==> src/rtl/matmul_result_reader.sv <==
`default_nettype none
// ============================================================================
// Module   : matmul_result_reader
// Purpose  : Unloads a matrix product from the result memory. Walks read
//            addresses 0..DEPTH-1 over a synchronous read port and streams
//            the returned words on a valid/ready channel. A 4-entry output
//            FIFO absorbs the memory read latency; reads are only issued
//            while a FIFO slot is guaranteed for the returning word, so
//            backpressure never drops or duplicates a word.
// Ports    : clk       - clock, rising edge
//            rst_n     - asynchronous active-low reset
//            start     - one-cycle pulse, begins an unload (only in IDLE)
//            busy      - unload in progress
//            rd_en     - memory read strobe
//            rd_addr   - memory read address
//            rd_data   - memory read data, valid RD_LAT cycles after rd_en
//            out_data  - streamed result word
//            out_valid - out_data valid
//            out_ready - consumer ready
//            out_last  - marks the word with index DEPTH-1
//            done      - one-cycle pulse after the last word is accepted
//            checksum  - wrapping sum of accepted words
// Options  : RESULT_READER_CHECKSUM_EN - when defined, builds the checksum
//            accumulator; otherwise checksum is tied to zero.
// Revision : 1.0 - initial release
// ============================================================================
module matmul_result_reader #(
  parameter int DATA_W = 16,
  parameter int ADDR_W = 4,
  parameter int DEPTH  = 16,
  parameter int RD_LAT = 1
) (
  input  logic              clk,
  input  logic              rst_n,
  input  logic              start,
  output logic              busy,
  output logic              rd_en,
  output logic [ADDR_W-1:0] rd_addr,
  input  logic [DATA_W-1:0] rd_data,
  output logic [DATA_W-1:0] out_data,
  output logic              out_valid,
  input  logic              out_ready,
  output logic              out_last,
  output logic              done,
  output logic [DATA_W-1:0] checksum
);

  localparam int FIFO_DEPTH = 4;
  // One extra bit so that DEPTH == 2**ADDR_W does not wrap early.
  localparam int CNT_W = ADDR_W + 1;
  localparam logic [CNT_W-1:0] LAST_IDX = CNT_W'(DEPTH - 1);

  typedef enum logic [1:0] {
    S_IDLE  = 2'd0,
    S_READ  = 2'd1,
    S_DRAIN = 2'd2,
    S_DONE  = 2'd3
  } state_t;

  state_t            r_state;
  logic [CNT_W-1:0]  r_addr_cnt;
  logic [CNT_W-1:0]  r_emit_cnt;
  logic [2:0]        r_inflight;
  logic [2:0]        r_fifo_count;
  logic [RD_LAT-1:0] r_lat_pipe;
  logic [DATA_W-1:0] r_fifo_mem [FIFO_DEPTH];
  logic [1:0]        r_wr_ptr;
  logic [1:0]        r_rd_ptr;

  logic       w_cap;
  logic       w_pop;
  logic [3:0] w_credits;
  logic       w_issue;

  assign w_cap = r_lat_pipe[RD_LAT-1];
  assign w_pop = out_valid & out_ready;

  // Credits in use after this edge: every issued read holds a slot from
  // its issue until its word leaves the FIFO. A word popping this cycle
  // frees its slot in time for the read issued at the same edge.
  assign w_credits = {1'b0, r_inflight} + {1'b0, r_fifo_count} - {3'b000, w_pop};
  assign w_issue   = ((r_state == S_IDLE) && start) ||
                     ((r_state == S_READ) && (w_credits < 4'd4));

  // --------------------------------------------------------------------------
  // Control FSM, address/emit counters and registered control outputs
  // --------------------------------------------------------------------------
  always_ff @(posedge clk or negedge rst_n) begin
    if (!rst_n) begin
      r_state    <= S_IDLE;
      r_addr_cnt <= '0;
      r_emit_cnt <= '0;
      r_inflight <= '0;
      busy       <= 1'b0;
      rd_en      <= 1'b0;
      rd_addr    <= '0;
      done       <= 1'b0;
    end else begin
      rd_en      <= 1'b0;
      done       <= 1'b0;
      r_inflight <= r_inflight + {2'b00, w_issue} - {2'b00, w_cap};
      if (w_pop) begin
        r_emit_cnt <= r_emit_cnt + CNT_W'(1);
      end

      case (r_state)
        S_IDLE: begin
          if (start) begin
            busy       <= 1'b1;
            rd_en      <= 1'b1;
            rd_addr    <= '0;
            r_addr_cnt <= CNT_W'(1);
            r_emit_cnt <= '0;
            r_state    <= (DEPTH == 1) ? S_DRAIN : S_READ;
          end
        end
        S_READ: begin
          if (w_issue) begin
            rd_en      <= 1'b1;
            rd_addr    <= r_addr_cnt[ADDR_W-1:0];
            r_addr_cnt <= r_addr_cnt + CNT_W'(1);
            if (r_addr_cnt == LAST_IDX) begin
              r_state <= S_DRAIN;
            end
          end
        end
        S_DRAIN: begin
          if (w_pop && (r_emit_cnt == LAST_IDX)) begin
            busy    <= 1'b0;
            done    <= 1'b1;
            r_state <= S_DONE;
          end
        end
        S_DONE: begin
          r_state <= S_IDLE;
        end
        default: begin
          r_state <= S_IDLE;
        end
      endcase
    end
  end

  // --------------------------------------------------------------------------
  // Read-latency delay line: the tap marks the cycle rd_data is valid
  // --------------------------------------------------------------------------
  generate
    if (RD_LAT == 1) begin : g_lat_one
      always_ff @(posedge clk or negedge rst_n) begin
        if (!rst_n) begin
          r_lat_pipe <= '0;
        end else begin
          r_lat_pipe <= rd_en;
        end
      end
    end else begin : g_lat_multi
      always_ff @(posedge clk or negedge rst_n) begin
        if (!rst_n) begin
          r_lat_pipe <= '0;
        end else begin
          r_lat_pipe <= {r_lat_pipe[RD_LAT-2:0], rd_en};
        end
      end
    end
  endgenerate

  // --------------------------------------------------------------------------
  // Output FIFO
  // --------------------------------------------------------------------------
  always_ff @(posedge clk or negedge rst_n) begin
    if (!rst_n) begin
      r_wr_ptr     <= '0;
      r_rd_ptr     <= '0;
      r_fifo_count <= '0;
    end else begin
      if (w_cap) begin
        r_wr_ptr <= r_wr_ptr + 2'd1;
      end
      if (w_pop) begin
        r_rd_ptr <= r_rd_ptr + 2'd1;
      end
      r_fifo_count <= r_fifo_count + {2'b00, w_cap} - {2'b00, w_pop};
    end
  end

  // Storage needs no reset: the head is gated to zero while empty.
  always_ff @(posedge clk) begin
    if (w_cap) begin
      r_fifo_mem[r_wr_ptr] <= rd_data;
    end
  end

  assign out_valid = (r_fifo_count != 3'd0);
  assign out_data  = out_valid ? r_fifo_mem[r_rd_ptr] : '0;
  assign out_last  = out_valid && (r_emit_cnt == LAST_IDX);

  // --------------------------------------------------------------------------
  // Optional checksum of accepted words
  // --------------------------------------------------------------------------
`ifdef RESULT_READER_CHECKSUM_EN
  logic [DATA_W-1:0] r_checksum;

  always_ff @(posedge clk or negedge rst_n) begin
    if (!rst_n) begin
      r_checksum <= '0;
    end else if ((r_state == S_IDLE) && start) begin
      r_checksum <= '0;
    end else if (w_pop) begin
      r_checksum <= r_checksum + out_data;
    end
  end

  assign checksum = r_checksum;
`else
  assign checksum = '0;
`endif

endmodule
`default_nettype wire

==> config.mk <==
export PLATFORM = sky130hd
export DESIGN_NAME = matmul_result_reader
export DESIGN_NICKNAME = d
export VERILOG_FILES = /design/src/rtl/matmul_result_reader.sv
export SDC_FILE = /design/constraint.sdc
export NUM_CORES = 1
export LEC_CHECK = 0
export CAP_MARGIN = 40
export CORE_ASPECT_RATIO = 1.4
export CORE_MARGIN = 10
export CORE_UTILIZATION = 55
export DETAILED_ROUTE_END_ITERATION = 6
export PLACE_DENSITY_LB_ADDON = 0.15
export SYNTH_ARGS = -nofsm -noshare
export SYNTH_HDL_FRONTEND = slang
export SYNTH_SLANG_ARGS = --single-unit
==> constraint.sdc <==
create_clock -name clk -period 8.5 [get_ports clk]
set_input_delay 2.125 -clock clk [delete_from_list [all_inputs] [get_ports clk]]
set_output_delay 2.125 -clock clk [all_outputs]
set_load 0.03 [all_outputs]
; Word-level counts from Yosys, hierarchy flattened
; Memory sizes are Yosys's and may differ from the RTL's.
; Index checks and enable logic that the tools add are counted.
[word_totals]
ff_bits = 30
latch_bits = 0
mem_bits_rw = 64
rom_bits = 0
out_inout_bits = 41
word_cells = 71
mem_count = 1
[classes]
n_addsub = 10
multipliers = 0
div_mod_pow = 0
magnitude_cmp = 1
eq_ne = 9
n_shift = 0
n_mux = 25
n_bitwise = 1
reduce_logical = 12
[memory_table]
columns = name, words, width, read_ports, rd_ports_with_merged_regs, write_ports, line
row1 = r_fifo_mem, 4, 16, 1, 0, 1, 66  ; logic [DATA_W-1:0] r_fifo_mem [FIFO_DEPTH];
[op_table]
columns = cell, count
row1 = $mux W5, 5
row2 = $mux W16, 1
row3 = $add A5 B1 Y5 const B, 2
row4 = $eq A5 B4 Y1 const B, 2
row5 = $pmux W5 S2, 1
row6 = $mux W1, 8
row7 = $mux W2, 4
row8 = $mux W4, 2
row9 = $pmux W2 S4, 1
row10 = $pmux W4 S2, 1
row11 = $add A3 B1 Y3, 2
row12 = $ne A2 B2 Y1 const B, 3
row13 = $reduce_and A3 Y1, 2
row14 = $sub A3 B1 Y3, 2
row15 = $add A2 B1 Y2 const B, 2
row16 = $add A3 B3 Y4, 1
row17 = $eq A2 B2 Y1 const B, 2
row18 = $logic_and A1 B1 Y1, 4
row19 = $lt A4 B3 Y1 const B, 1
row20 = $pmux W1 S2, 2
row21 = $reduce_and A4 Y1, 1
row22 = $reduce_bool A2 Y1, 2
row23 = $sub A4 B1 Y4, 1
row24 = $reduce_bool A3 Y1, 1
row25 = other kinds (5), 5

; Logic depth before layout (Yosys ltp)
; Gate-level depths: netlist of the first run.
[depth]
depth_word = 8
ltp_mapped = 13
depth_no_buf = 13

; Least setup slack after synthesis of the first run
; OpenSTA, ideal clock, no wires.
[synth_path]
kind = input-to-reg
start = input port out_ready
end = register r_inflight[2]
setup_ns = 0.123
arrival_ns = 4.214
slack_ns = 4.164
path_stages = 11
path_buffers = 0
path_cell_list = and2b_1 -> nand2_1 -> ha_1 -> a21oi_1 -> o211ai_4 -> and3_2 -> ha_1 -> inv_1 -> ha_1 -> fa_1 -> xnor2_1
[synth_via]
elab_chain_cells = 7
[synth_rtl]
columns = element, line
row1 = from (decl), 42  ; input logic out_ready,
row2 = $and A1 B1 Y1, 76  ; assign w_pop = out_valid & out_ready;
row3 = $sub A4 B1 Y4, 81  ; assign w_credits = {1'b0, r_inflight} + {1'b0, r_fifo_count} - {3'b000, w_pop};
row4 = $lt A4 B3 Y1, 83  ; ((r_state == S_READ) && (w_credits < 4'd4));
row5 = $logic_and A1 B1 Y1, 83
row6 = $logic_or A1 B1 Y1, 82  ; assign w_issue = ((r_state == S_IDLE) && start) ||
row7 = $add A3 B1 Y3, 101  ; r_inflight <= r_inflight + {2'b00, w_issue} - {2'b00, w_cap};
row8 = $sub A3 B1 Y3, 101
row9 = to (signal assigned), 101
row10 = to (decl), 63  ; logic [2:0] r_inflight;
; No other way between the ends.
; A chain may end at the register's enable or synchronous reset.

; Final worst setup path of the first run
; Same ends and word-level chain as after synthesis.

==> results of run 1 <==
state kept, by name, indices dropped and copies added, names as in the netlist:
| signal | count |
|---|---|
| r_wr_ptr | 2 |
| r_fifo_mem | 64 |
| busy | 1 |
| r_state | 2 |
| r_emit_cnt | 5 |
| done | 1 |
| r_inflight | 3 |
| r_addr_cnt | 5 |
| r_rd_ptr | 2 |
| r_lat_pipe | 1 |
| r_fifo_count | 3 |
| rd_addr | 4 |
| rd_en | 1 |
logic make-up after synthesis:
group	Yosys count	synth area share (%)
AO/OA/AOI/OAI	21	4.64
XOR/XNOR	12	2.42
adder cells (fa/ha/maj)	20	6.11
buffers and inverters	49	5.85
flip-flops	94	61.6
multiplexers	25	10.5
other	1	0.0864
AND/OR/NAND/NOR	69	8.82
layout by cell type, fill, tap and decap left out, types with 9 or more instances in the layout:
cell and instances:
sky130_fd_sc_hd__conb_1 16, sky130_fd_sc_hd__dfrtp_1 30, sky130_fd_sc_hd__nor2_1 9, sky130_fd_sc_hd__clkbuf_8 9, sky130_fd_sc_hd__inv_1 24, sky130_fd_sc_hd__nand2_1 15
sky130_fd_sc_hd__clkdlybuf4s50_1 44, sky130_fd_sc_hd__ha_1 18, sky130_fd_sc_hd__and2_1 24, sky130_fd_sc_hd__mux4_2 16, sky130_fd_sc_hd__edfxtp_1 64
routing by layer:
layer | track usage, % | part of all wire (%)
met2 | 21.9 | 53
met5 | 0 | 0
met1 | 14.0 | 39
met4 | 6.10 | 1.7
met3 | 3.83 | 5.5
worst max-delay path by stage:
stage / slack [ns] / to / depth (start not counted) / startpoint
final: 3.78 / r_inflight[2] / 12 / out_ready
after global routing: 3.63 / r_inflight[2] / 12 / out_ready
after CTS: 3.78 / r_inflight[2] / 12 / out_ready
after detailed placement: 3.40 / r_inflight[2] / 12 / out_ready
after global placement: 3.52 / r_inflight[2] / 12 / out_ready
after floorplan: 4.16 / r_inflight[2] / 11 / out_ready
cell type report:
type | count | area [um2]
multi-input combinational | 163 | 1470
sequential | 94 | 2670
clock buffer | 11 | 131
timing repair buffer | 46 | 455
inverter | 24 | 90.1
tap | 100 | 125
clock inverter | 5 | 52.6
fill | 610 | 2700
power by group through the flow:
| stage | Sequential, mW | Combinational (mW) | Clock [mW] |
|---|---|---|---|
| floorplan | 0.499 | 0.0155 | 0 |
| global placement | 0.499 | 0.0249 | 0 |
| detailed placement | 0.499 | 0.0254 | 0 |
| CTS | 0.489 | 0.0254 | 0.287 |
| global route | 0.489 | 0.0276 | 0.302 |
| finish | 0.489 | 0.0255 | 0.276 |
metrics by stage:
stage	util (%)	power (mW)	cell area (um2)	cells	setup WS [ns]
final	64.9	0.790	5000	443	3.78
after global routing	64.9	0.819	5000	443	3.63
after CTS	64.9	0.801	5000	443	3.78
after detailed placement	62.5	0.525	4810	427	3.40
after global placement	62.5	0.524	4810	427	3.52
after floorplan	-	0.515	4400	306	4.16
==> results_tabular.tex, run 1 <==
\begin{tabular}{lr}
\hline
Metric & Value \\
\hline
\multicolumn{2}{l}{\textbf{Outcome}} \\
\quad Result of the run & completed \\
\multicolumn{2}{l}{\textbf{Yosys}} \\
\quad Count of flip-flops with a built-in enable after synthesis & 64 \\
\quad Synth Register Bits & 94 \\
\quad Main synth FF type & sky130\_fd\_sc\_hd\_\_edfxtp\_1 \\
\quad Commonest cells in the netlist & sky130\_fd\_sc\_hd\_\_edfxtp\_1, sky130\_fd\_sc\_hd\_\_dfrtp\_1, sky130\_fd\_sc\_hd\_\_and2\_1, sky130\_fd\_sc\_hd\_\_inv\_1, sky130\_fd\_sc\_hd\_\_ha\_1 \\
\quad Seq/Total Area, Yosys & 61.6\% \\
\quad Fraction of registers with async set or reset after synthesis & 31.9\% \\
\quad Synthesized area & 0.00434 mm2 \\
\quad Count of unique library cells instantiated by Yosys & 46 \\
\quad Yosys warns & 0 \\
\quad Largest cells by area after synthesis & sky130\_fd\_sc\_hd\_\_edfxtp\_1, sky130\_fd\_sc\_hd\_\_dfrtp\_1, sky130\_fd\_sc\_hd\_\_mux4\_2, sky130\_fd\_sc\_hd\_\_ha\_1, sky130\_fd\_sc\_hd\_\_and2\_1 \\
\quad Number of instances in the synthesized netlist & 291 \\
\quad Count leader, synth & sky130\_fd\_sc\_hd\_\_edfxtp\_1 \\
\quad Largest area contributor in the synthesized netlist & sky130\_fd\_sc\_hd\_\_edfxtp\_1 \\
\quad Mean post-synth cell area & 14.9 um2 \\
\quad Fraction of synthesized cell area taken by the top area cell type & 44.3\% \\
\multicolumn{2}{l}{\textbf{Place}} \\
\quad GP Congestion & 0.776 \\
\quad Port bufs & 44 \\
\quad Half-perimeter wire length after placement & 5240 um \\
\multicolumn{2}{l}{\textbf{GRT}} \\
\quad All-Layer GR Usage & 12.8\% \\
\quad First-pass GRT wire length & 11800 um \\
\quad Initial antenna violation count & 0 \\
\quad Total congestion overflow & 0 \\
\quad Largest net degree at the start of global routing & 31 \\
\quad Number of global-route vias before repair & 2412 \\
\multicolumn{2}{l}{\textbf{Layout}} \\
\quad Area grow syn2layout & 15.1\% \\
\quad Layout cell share with drive strength beyond 1 & 13.1\% \\
\quad N\_diodes & 0 \\
\quad Number of nets in the final layout & 378 \\
\multicolumn{2}{l}{\textbf{CTS}} \\
\quad Number of buffers on the longest clock path & 2 \\
\quad Count of instances resized after the clock tree is built & 0 \\
\quad Total clock buffers created by CTS & 9 \\
\quad \# H-tree levels & 3 \\
\quad Post CTS Setup Buffer Count & 0 \\
\quad CTS Hold Bufs & 0 \\
\quad Clock-pin transition on the worst setup and hold timing paths & 0.08 ns \\
\quad TritonCTS sink count & 94 \\
\quad Clock tree from TritonCTS & yes \\
\quad Clock root buffer & sky130\_fd\_sc\_hd\_\_clkbuf\_8 \\
\quad Clock insertion delay at the later pin of the skew report & 0.35 ns \\
\multicolumn{2}{l}{\textbf{Critical path}} \\
\quad Crit-path slowest cell & sky130\_fd\_sc\_hd\_\_clkdlybuf4s50\_1 \\
\quad Buffers plus inverters on the worst setup path & 2 \\
\quad Worst Path Max Fanout & 6 \\
\quad Type of the setup path with the least slack & in -> reg \\
\quad Largest stage delay on the critical path & 0.52 ns \\
\quad Data arrival, critical path & 4.96 ns \\
\quad Reg2Reg Depth & 12 \\
\quad Crit path top cell by count & sky130\_fd\_sc\_hd\_\_ha\_1 \\
\quad Reg2Reg Capture Point & r\_inflight[2] \\
\quad Launching element type of the critical path & primary input \\
\quad FF-to-FF Start & r\_fifo\_count[1] \\
\quad Required time at the endpoint of the critical path & 8.74 ns \\
\quad Register-to-register setup slack & 5.55 ns \\
\quad Critical-path cell list & clkdlybuf4s50\_1 > and2b\_1 > nand2\_1 > ha\_1 > a21oi\_1 > o211ai\_4 > and3\_2 > ha\_1 > inv\_1 > ha\_1 > fa\_1 > xnor2\_1 \\
\quad Nature of the critical path endpoint & flip-flop \\
\quad Dominant delay contributor by cell family on the critical path & adder cells \\
\multicolumn{2}{l}{\textbf{STA}} \\
\quad Hold slack final & 0.399 ns \\
\quad Fraction of the cycle the final worst path needs & 55.5\% \\
\quad Count of final hold-check violations & 0 \\
\quad Relative slew margins & 43.3\% \\
\quad Final Max Tran Viols & 0 \\
\quad Post-Route Setup TNS & 0 ns \\
\quad Setup violation total in the final timing report & 0 \\
\quad Clock skew after layout & 0.00812 ns \\
\quad Actual transition at the worst max-transition pin & 0.850 ns \\
\quad Fmax & 212 MHz \\
\quad Shortest clock period the worst path allows after layout & 4.72 ns \\
\quad RSZ-0062 raised after global routing & no \\
\multicolumn{2}{l}{\textbf{Drt}} \\
\quad Antenna Violating Nets Remaining & 0 \\
\quad Final wirelength & 7330 um \\
\quad Number of iterations in the first detailed-routing pass & 4 \\
\quad Total via count in the routed design & 2289 \\
\quad Wirelength per Cell & 16.5 um \\
\quad Average via count per standard cell & 5.17 \\
\quad First DRT Iteration DRCs & 86 \\
\quad Post-route DRC & 0 \\
\multicolumn{2}{l}{\textbf{Floorplan}} \\
\quad X dimension of the die & 95.1 um \\
\quad Placement Rows & 38 \\
\quad Core footprint & 0.00770 mm2 \\
\quad Starting density of the core & 56.4\% \\
\quad Die Area & 0.0119 mm2 \\
\quad Floorplan die height & 125 um \\
\quad I/O Pins & 61 \\
\multicolumn{2}{l}{\textbf{Min path}} \\
\quad Worst hold path stage count & 0 \\
\quad Startpoint of the most critical hold path & rd\_en \\
\quad Hold Crit Endpoint & r\_lat\_pipe \\
\quad Worst min path class & reg -> reg \\
\multicolumn{2}{l}{\textbf{Power and ir drop}} \\
\quad Internal Power & 632 uW \\
\quad Static Leak & 2.02 nW \\
\quad Peak supply drop & 0.0971 mV \\
\quad Psw & 158 uW \\
\quad Portion of total power attributed to sequential cells & 61.9\% \\
\quad Share of power burned in combinational logic & 3.2\% \\
\quad Switching power share of the total & 20.0\% \\
\quad PwrDens & 158 mW/mm2 \\
\quad Clock group share of total power & 34.9\% \\
\multicolumn{2}{l}{\textbf{Flow run}} \\
\quad Max-cap violation count & 0 \\
\hline
\end{tabular}
(Power assumes the default switching activity.)
==> inputs of run 2 (changes only) <==
CORE_UTILIZATION = 49   (was 55)
clock period = 4.07 ns   (was 8.5 ns; I/O delays follow)
==> results_tabular.tex, run 2 (synthesized netlist as in run 1, its figures left out) <==
\begin{tabular}{lr}
\hline
Metric & Value \\
\hline
\multicolumn{2}{l}{\textbf{CTS}} \\
\quad CTS Hold Bufs & 0 \\
\quad Clock root buffer & sky130\_fd\_sc\_hd\_\_clkbuf\_16 \\
\quad Clock tree from TritonCTS & yes \\
\quad Total clock buffers created by CTS & 9 \\
\quad Clock insertion delay at the later pin of the skew report & 0.33 ns \\
\quad Count of instances resized after the clock tree is built & 0 \\
\quad Number of buffers on the longest clock path & 2 \\
\quad Clock-pin transition on the worst setup and hold timing paths & 0.06 ns \\
\quad Post CTS Setup Buffer Count & 0 \\
\quad \# H-tree levels & 3 \\
\quad TritonCTS sink count & 94 \\
\multicolumn{2}{l}{\textbf{Layout}} \\
\quad Layout cell share with drive strength beyond 1 & 12.5\% \\
\quad Biggest regs & r\_fifo\_mem x64, r\_addr\_cnt x5, r\_emit\_cnt x5 \\
\quad Flip-flop count of the largest register after layout & 64 \\
\quad Utilization after layout & 59.4\% \\
\quad Most common cell after layout, fill and taps aside & sky130\_fd\_sc\_hd\_\_edfxtp\_1 \\
\quad Register with the highest flop count & r\_fifo\_mem \\
\quad Most frequent cells in the layout & sky130\_fd\_sc\_hd\_\_edfxtp\_1, sky130\_fd\_sc\_hd\_\_clkdlybuf4s50\_1, sky130\_fd\_sc\_hd\_\_dfrtp\_1 \\
\quad Area grow syn2layout & 17.9\% \\
\quad N\_diodes & 0 \\
\quad Number of nets in the final layout & 379 \\
\multicolumn{2}{l}{\textbf{Drt}} \\
\quad Average via count per standard cell & 5.10 \\
\quad Wirelength per Cell & 16.2 um \\
\quad Final wirelength & 7270 um \\
\quad First DRT Iteration DRCs & 60 \\
\quad Antenna Violating Nets Remaining & 0 \\
\quad Post-route DRC & 0 \\
\quad Number of iterations in the first detailed-routing pass & 4 \\
\quad Total via count in the routed design & 2291 \\
\multicolumn{2}{l}{\textbf{Flow run}} \\
\quad Max-cap violation count & 0 \\
\multicolumn{2}{l}{\textbf{Power and ir drop}} \\
\quad Clock group share of total power & 42.1\% \\
\quad Static Leak & 2.07 nW \\
\quad Share of power burned in combinational logic & 2.9\% \\
\quad Psw & 349 uW \\
\quad Switching power share of the total & 18.8\% \\
\quad PwrDens & 363 mW/mm2 \\
\quad Internal Power & 1.51 mW \\
\quad Portion of total power attributed to sequential cells & 55.1\% \\
\quad Peak supply drop & 0.240 mV \\
\multicolumn{2}{l}{\textbf{Critical path}} \\
\quad Type of the setup path with the least slack & in -> reg \\
\quad Reg2Reg Capture Point & r\_inflight[2] \\
\quad FF-to-FF Start & r\_fifo\_count[1] \\
\quad Data arrival, critical path & 3.79 ns \\
\quad Worst Path Max Fanout & 6 \\
\quad Reg2Reg Depth & 12 \\
\quad Critical path launch point & out\_ready \\
\quad Worst setup endpoint & r\_inflight[2] \\
\quad Required time at the endpoint of the critical path & 4.29 ns \\
\quad Launching element type of the critical path & primary input \\
\quad Nature of the critical path endpoint & flip-flop \\
\quad Register-to-register setup slack & 1.17 ns \\
\multicolumn{2}{l}{\textbf{STA}} \\
\quad Shortest clock period the worst path allows after layout & 3.57 ns \\
\quad Post-Route Setup TNS & 0 ns \\
\quad Relative slew margins & 45.1\% \\
\quad Count of final hold-check violations & 0 \\
\quad Final Max Tran Viols & 0 \\
\quad Setup violation total in the final timing report & 0 \\
\quad Fmax & 280 MHz \\
\quad Fraction of the cycle the final worst path needs & 87.8\% \\
\quad Clock skew after layout & 0.00382 ns \\
\quad Actual transition at the worst max-transition pin & 0.824 ns \\
\quad RSZ-0062 raised after global routing & no \\
\multicolumn{2}{l}{\textbf{Place}} \\
\quad Half-perimeter wire length after placement & 5150 um \\
\quad GP Congestion & 0.763 \\
\quad Port bufs & 44 \\
\multicolumn{2}{l}{\textbf{Floorplan}} \\
\quad Placement Rows & 40 \\
\quad X dimension of the die & 99.6 um \\
\quad Die Area & 0.0131 mm2 \\
\quad Floorplan die height & 131 um \\
\quad Core footprint & 0.00861 mm2 \\
\quad Starting density of the core & 50.4\% \\
\quad I/O Pins & 61 \\
\multicolumn{2}{l}{\textbf{GRT}} \\
\quad Largest net degree at the start of global routing & 31 \\
\quad All-Layer GR Usage & 11.5\% \\
\quad First-pass GRT wire length & 11900 um \\
\quad Initial antenna violation count & 0 \\
\quad Number of global-route vias before repair & 2382 \\
\quad Total congestion overflow & 0 \\
\multicolumn{2}{l}{\textbf{Min path}} \\
\quad Worst min path class & reg -> reg \\
\multicolumn{2}{l}{\textbf{Outcome}} \\
\quad Result of the run & completed \\
\hline
\end{tabular}
run 2: cell type report:
type                    instances  area, um2
clock inverters                 6       52.6
clock buffers                  10        229
well taps                     105        131
flip-flops and latches         94       2670
repair buffers                 47        470
fillers                       721       3490
multi-input cells             163       1470
inverters                      24       90.1
run 2: through the flow:
stage                     instances  power (mW)  setup WS, ns  instance area (um2)  hold WS (ns)
after global placement          432        1.09         0.197                 4820         0.374
final                           449        1.86         0.495                 5120         0.380
after floorplan                 306        1.08         0.841                 4400         0.481
after CTS                       449        1.88         0.489                 5120         0.388
after detailed placement        433        1.10         0.131                 4840         0.375
after global routing            449        1.93         0.329                 5120         0.396
run 2: worst min-delay path by stage:
stage                          startpoint              end  depth (start not counted)
final                               rd_en       r_lat_pipe                          0
after global routing                rd_en       r_lat_pipe                          0
after CTS                           rd_en       r_lat_pipe                          0
after detailed placement            rd_en       r_lat_pipe                          0
after global placement              rd_en       r_lat_pipe                          0
after floorplan           r_fifo_count[2]  r_fifo_count[2]                          1
run 2: critical path, stage by stage:
cell and delay [ns]:
sky130_fd_sc_hd__clkdlybuf4s50_1 0.52, sky130_fd_sc_hd__and2b_1 0.22, sky130_fd_sc_hd__nand2_1 0.07, sky130_fd_sc_hd__ha_1 0.29
sky130_fd_sc_hd__a21oi_1 0.30, sky130_fd_sc_hd__o211ai_4 0.15, sky130_fd_sc_hd__and3_2 0.22, sky130_fd_sc_hd__ha_1 0.26
sky130_fd_sc_hd__inv_1 0.04, sky130_fd_sc_hd__ha_1 0.18, sky130_fd_sc_hd__fa_1 0.38, sky130_fd_sc_hd__xnor2_1 0.14
run 2: routing by layer:
layer	vias to the layer above	GRT usage, %	wire [um]
met2	44	19.7	3870
met1	1133	12.6	2870
met5	-	0	0
met4	0	5.03	142
met3	11	3.93	395
li1	1103	-	-
run 2: power by group through the flow:
stage	logic [mW]	clock network, mW	registers [mW]
2_1_floorplan	0.0323	0	1.04
3_3_place_gp	0.0520	0	1.04
3_5_place_dp	0.0528	0	1.04
4_1_cts	0.0529	0.808	1.02
5_1_grt	0.0569	0.850	1.02
6_report	0.0529	0.781	1.02
